[src/rtl/axi_ch_retime_skid.sv]
// AXI channel register slice: P_STAGES chained full-throughput skid stages.
// Define AXI_CH_RETIME_SKID_OCC_EN to add the o_occ held-beat counter.
module axi_ch_retime_skid #(
  parameter int P_WIDTH  = 77,
  parameter int P_STAGES = 1,
  localparam int LP_OCC_W = (P_STAGES == 0) ? 1 : $clog2(2*P_STAGES+1)
) (
  input  logic               clk,
  input  logic               reset,
  input  logic [P_WIDTH-1:0] i_data,
  input  logic               i_val,
  output logic               i_rdy,
  output logic [P_WIDTH-1:0] o_data,
  output logic               o_val,
  input  logic               o_rdy
`ifdef AXI_CH_RETIME_SKID_OCC_EN
  ,
  output logic [LP_OCC_W-1:0] o_occ
`endif
);

  // state | meaning
  // EMPTY | main_v=0 skid_v=0, no beat held
  // BUSY  | main_v=1 skid_v=0, one beat on the stage output
  // FULL  | main_v=1 skid_v=1, output beat plus one parked in skid; i_rdy low
  typedef enum logic [1:0] {ST_EMPTY, ST_BUSY, ST_FULL} state_t;

  if (P_STAGES == 0) begin : g_pass
    logic w_unused;
    assign w_unused = clk ^ reset;
    assign o_data   = i_data;
    assign o_val    = i_val;
    assign i_rdy    = o_rdy;
`ifdef AXI_CH_RETIME_SKID_OCC_EN
    assign o_occ    = '0;
`endif
  end else begin : g_pipe
    logic [P_WIDTH-1:0] w_data [0:P_STAGES];
    logic [P_STAGES:0]  w_val;
    logic [P_STAGES:0]  w_rdy;
`ifdef AXI_CH_RETIME_SKID_OCC_EN
    logic [1:0]          w_cnt_nxt [0:P_STAGES-1];
    logic [LP_OCC_W-1:0] r_occ;
    logic [LP_OCC_W-1:0] w_occ_nxt;
`endif

    assign w_data[0]        = i_data;
    assign w_val[0]         = i_val;
    assign i_rdy            = w_rdy[0];
    assign o_data           = w_data[P_STAGES];
    assign o_val            = w_val[P_STAGES];
    assign w_rdy[P_STAGES]  = o_rdy;

    for (genvar k = 0; k < P_STAGES; k++) begin : g_stage
      state_t             r_state;
      state_t             w_state_nxt;
      logic [P_WIDTH-1:0] r_main;
      logic [P_WIDTH-1:0] r_skid;
      logic               r_rdy;
      logic               w_in;
      logic               w_out;
      logic               w_ld_main;
      logic               w_ld_skid;
      logic               w_main_from_skid;

      assign w_in  = w_val[k] & r_rdy;
      assign w_out = (r_state != ST_EMPTY) & w_rdy[k+1];

      always_comb begin
        w_state_nxt      = r_state;
        w_ld_main        = 1'b0;
        w_ld_skid        = 1'b0;
        w_main_from_skid = 1'b0;
        case (r_state)
          ST_EMPTY: begin
            if (w_in) begin
              w_state_nxt = ST_BUSY;
              w_ld_main   = 1'b1;
            end
          end
          ST_BUSY: begin
            if (w_in && w_out) begin
              w_ld_main   = 1'b1;
            end else if (w_in) begin
              w_state_nxt = ST_FULL;
              w_ld_skid   = 1'b1;
            end else if (w_out) begin
              w_state_nxt = ST_EMPTY;
            end
          end
          ST_FULL: begin
            if (w_out) begin
              w_state_nxt      = ST_BUSY;
              w_ld_main        = 1'b1;
              w_main_from_skid = 1'b1;
            end
          end
          default: w_state_nxt = ST_EMPTY;
        endcase
      end

      always_ff @(posedge clk) begin
        if (!reset) begin
          r_state <= ST_EMPTY;
          r_rdy   <= 1'b0;
        end else begin
          r_state <= w_state_nxt;
          r_rdy   <= (w_state_nxt != ST_FULL);
        end
      end

      // Payload registers carry no reset; the state flags qualify them.
      always_ff @(posedge clk) begin
        if (w_ld_main) r_main <= w_main_from_skid ? r_skid : w_data[k];
        if (w_ld_skid) r_skid <= w_data[k];
      end

      assign w_data[k+1] = r_main;
      assign w_val[k+1]  = (r_state != ST_EMPTY);
      assign w_rdy[k]    = r_rdy;
`ifdef AXI_CH_RETIME_SKID_OCC_EN
      assign w_cnt_nxt[k] = (w_state_nxt == ST_FULL) ? 2'd2 :
                            (w_state_nxt == ST_BUSY) ? 2'd1 : 2'd0;
`endif
    end

`ifdef AXI_CH_RETIME_SKID_OCC_EN
    always_comb begin
      w_occ_nxt = '0;
      for (int k = 0; k < P_STAGES; k++) w_occ_nxt = w_occ_nxt + LP_OCC_W'(w_cnt_nxt[k]);
    end

    always_ff @(posedge clk) begin
      if (!reset) r_occ <= '0;
      else        r_occ <= w_occ_nxt;
    end

    assign o_occ = r_occ;
`endif
  end

endmodule
[config.mk]
export PLATFORM = sky130hd
export DESIGN_NAME = axi_ch_retime_skid
export DESIGN_NICKNAME = d
export VERILOG_FILES = /design/src/rtl/axi_ch_retime_skid.sv
export SDC_FILE = /design/constraint.sdc
export NUM_CORES = 1
export LEC_CHECK = 0
export BUFFER_PORTS_ARGS = -buffer_cell sky130_fd_sc_hd__buf_4
export CAP_MARGIN = 20
export CORE_UTILIZATION = 45
export CTS_BUF_LIST = sky130_fd_sc_hd__clkbuf_8
export CTS_CLUSTER_SIZE = 30
export DETAILED_ROUTE_END_ITERATION = 12
export GPL_TIMING_DRIVEN = 0
export PLACE_DENSITY = 0.75
export SETUP_SLACK_MARGIN = 0.4
export SKIP_CTS_REPAIR_TIMING = 1
export SLEW_MARGIN = 0
export SYNTH_ARGS = -nofsm -noshare
export SYNTH_HDL_FRONTEND = slang
export SYNTH_SLANG_ARGS = --single-unit
[constraint.sdc]
create_clock -name clk -period 3.31 [get_ports clk]
set_input_delay 0.331 -clock clk [delete_from_list [all_inputs] [get_ports clk]]
set_output_delay 0.331 -clock clk [all_outputs]
set_load 0.1 [all_outputs]
==> results.yml <==
worst_setup_path:
  reg2reg_from: "g_pipe.g_stage[0].r_state[0]$_SDFF_PN0_"
  max_stage_delay_ns: 0.34
  timing.reg2reg.setup_slack_ns: 1.09
  start_kind: "flop"
  cp_slowest_cell: "dfxtp_1"
  r2r_cells: 6
  r2r-end: "o_data[20]$_DFFE_PP_"
  worstPathCellList: "nand3b_2 > buf_6 > buf_6 > o21ai_0 > a21o_4 > buf_16"
  endpoint_kind: "flop"
  arrival_ns: 2.34
  path_class: "flop to flop"
  crit_fanout: 58
  timing.critical_path.mode_cell: "buf_6"
  required_ns: 3.43
power:
  power.net_switching_mw: 1.32
  leakagePower_nw: 2.95
  p_per_area_nw_per_um2: 593
  ir_worst_vdd_mv: 0.399
  power.share.clock_pct: 32.0
  internal_power_mw: 3.22
  swShare_pct: 29.1
  p_seq_share_pct: 50.7
  combinationalPowerShare_pct: 17.4
synth:
  synth_warnings: 0
  synth-seq-area-share_pct: 81.0
  avgSynthCellArea_um2: 22.6
  synth_cell_types: 19
  syn_nets: 337
  syn_area_um2: 5790
  synth_cells: 256
  ys_seq_elements: 157
clocking:
  clock_latency_ns: 0.44
  clk_path_buf_depth: 2
  cts_htree_levels: 4
  cts-root-buf: "clkbuf_8"
  clock_sinks: 157
  clk_pin_slew_ns: 0.09
  cts_tree: "built"
  cts-buffers-inserted: 17
drt:
  drtIter0Drc: 219
  drt-pass1-iter-count: 4
  ant_nets: 0
  vias_per_cell: 4.82
  vias: 2996
  drc: 0
  wl_per_cell_um: 17.0
  wirelength_um: 10500
sta:
  hold_slack_ns: 0.0664
  clock.fmax_mhz: 450
  setup_ws_ns: 1.09
  rsz0062_at_grt: "no"
  finalCritPeriodShare_pct: 67.2
  max_slew_margin_pct: 70.5
  tightest_slew_ns: 0.442
  period_needed_ns: 2.22
  drv_slew: 0
  setup_viol: 0
  hold_viol_final: 0
  clock_skew_ns: 0.0108
  finalSetupTns_ns: 0
finish:
  nNetsFinal: 517
  regArea_um2: 4680
  fill_cells: 953
  areaGrowthSynthToFinish_pct: 32.5
  multi_input_area_um2: 1050
  drive_gt1_share_pct: 62.4
  final_common_cell: "buf_4"
  diodes: 0
  final_core_util_pct: 61.0
  layout_common_cells: "159 x buf_4, 154 x edfxtp_1, 58 x mux2_2"
worst_hold_path:
  hold_path.class: "input port to flop"
  min-delay-start: "i_data[20]"
  hold_end: "g_pipe.g_stage[0].r_skid[20]$_DFFE_PP_"
  hold_depth: 1
place:
  place_hpwl_um: 7060
  portBuffers: 159
  dp_slack_ns: 1.06
  gp_congestion: 0.678
global_routing:
  overflow: 0
  grt_usage_pct: 16.8
  grt_pass1_wl_um: 16100
  grt_pass1_vias: 3096
  grt_max_degree: 59
  antenna_found_initial: 0
floorplanning:
  start_util_pct: 46.0
  fp.coreArea_um2: 12600
  row_count: 41
  dieWidth_um: 115
  ios: 160
  die_area_um2: 13300
  die_y_um: 115
status:
  status: "completed"
flow_run:
  drv_cap: 0
==> cells by family after synthesis <==
logic type | after synthesis | synth area share [%]
buf+inv | 8 | 1.02
mux | 79 | 16.6
compound gates | 4 | 0.497
flops | 157 | 81.0
simple gates | 8 | 0.973
==> power groups by stage <==
stage / Combinational (mW) / Clock (mW) / Sequential, mW
finish: 0.789 / 1.45 / 2.30
detailed placement: 0.793 / 0 / 2.35
global route: 0.815 / 1.57 / 2.31
CTS: 0.795 / 1.49 / 2.30
global placement: 0.772 / 0 / 2.35
floorplan: 0.102 / 0 / 2.82
==> metrics by stage <==
stage	cells	instance area, um2	total power, mW
2_1_floorplan	256	5790	2.92
3_3_place_gp	587	7200	3.12
3_5_place_dp	589	7260	3.14
4_1_cts	621	7670	4.59
5_1_grt	621	7670	4.70
6_report	621	7670	4.54
==> synthesized netlist by cell type <==
| cell | count | area (um2) |
|---|---|---|
| o21a_1 | 1 | 7.51 |
| nand2b_1 | 1 | 6.26 |
| nor2b_1 | 1 | 6.26 |
| or2_2 | 1 | 6.26 |
| and3b_1 | 1 | 8.76 |
| dfxtp_1 | 3 | 60.1 |
| mux2_4 | 19 | 285 |
| nor3b_1 | 1 | 7.51 |
| mux2_2 | 58 | 653 |
| and2_1 | 1 | 6.26 |
| nand2_1 | 1 | 3.75 |
| o21ai_0 | 1 | 5.00 |
| edfxtp_1 | 154 | 4620 |
| buf_2 | 5 | 25.0 |
| buf_6 | 3 | 33.8 |
| o2bb2ai_1 | 1 | 8.76 |
| a21o_1 | 1 | 7.51 |
| nand3b_2 | 1 | 11.3 |
| mux2i_1 | 2 | 20.0 |
==> worst max path at each step <==
stage / from / to / slack, ns
floorplan: i_rdy$_SDFF_PN0_ / o_data[0]$_DFFE_PP_ / 0.56
global placement: o_rdy / o_data[21]$_DFFE_PP_ / 0.25
detailed placement: o_rdy / o_data[21]$_DFFE_PP_ / 1.06
CTS: g_pipe.g_stage[0].r_state[0]$_SDFF_PN0_ / o_data[18]$_DFFE_PP_ / 1.05
global route: g_pipe.g_stage[0].r_state[0]$_SDFF_PN0_ / o_data[18]$_DFFE_PP_ / 0.94
finish: g_pipe.g_stage[0].r_state[0]$_SDFF_PN0_ / o_data[20]$_DFFE_PP_ / 1.09
==> state kept, by name, indices dropped and copies added (netlist names) <==
signal,cells
g_pipe.g_stage.r_skid,77
g_pipe.g_stage.r_state,2
i_rdy,1
o_data,77
==> area by class of cell <==
class / count / area share (%)
Clock buffer: 17 / 3.05
Timing Repair Buffer: 161 / 16.3
Tap cell: 172 / 2.81
Sequential cell: 157 / 61.1
Multi-Input combinational cell: 91 / 13.7
Clock inverter: 15 / 2.25
Buffer: 8 / 0.767
==> layer usage <==
layer  vias to the layer above  part of all wire [%]  GRT usage [%]
li1                       1377                     -              -
met1                      1479                    40           20.0
met2                       119                    49           26.3
met3                        21                   8.0           6.69
met4                         0                   2.5           9.09
met5                         -                     0              0
==> critical path, delay by kind of cell (launching register included) <==
family                 cells  cell delay [ns]
buffers and inverters      3             0.72
AND/OR/NAND/NOR            1             0.34
AO/OA/AOI/OAI              2             0.48
flip-flops                 1             0.34
No activity file was read; power rests on OpenSTA's default activity.
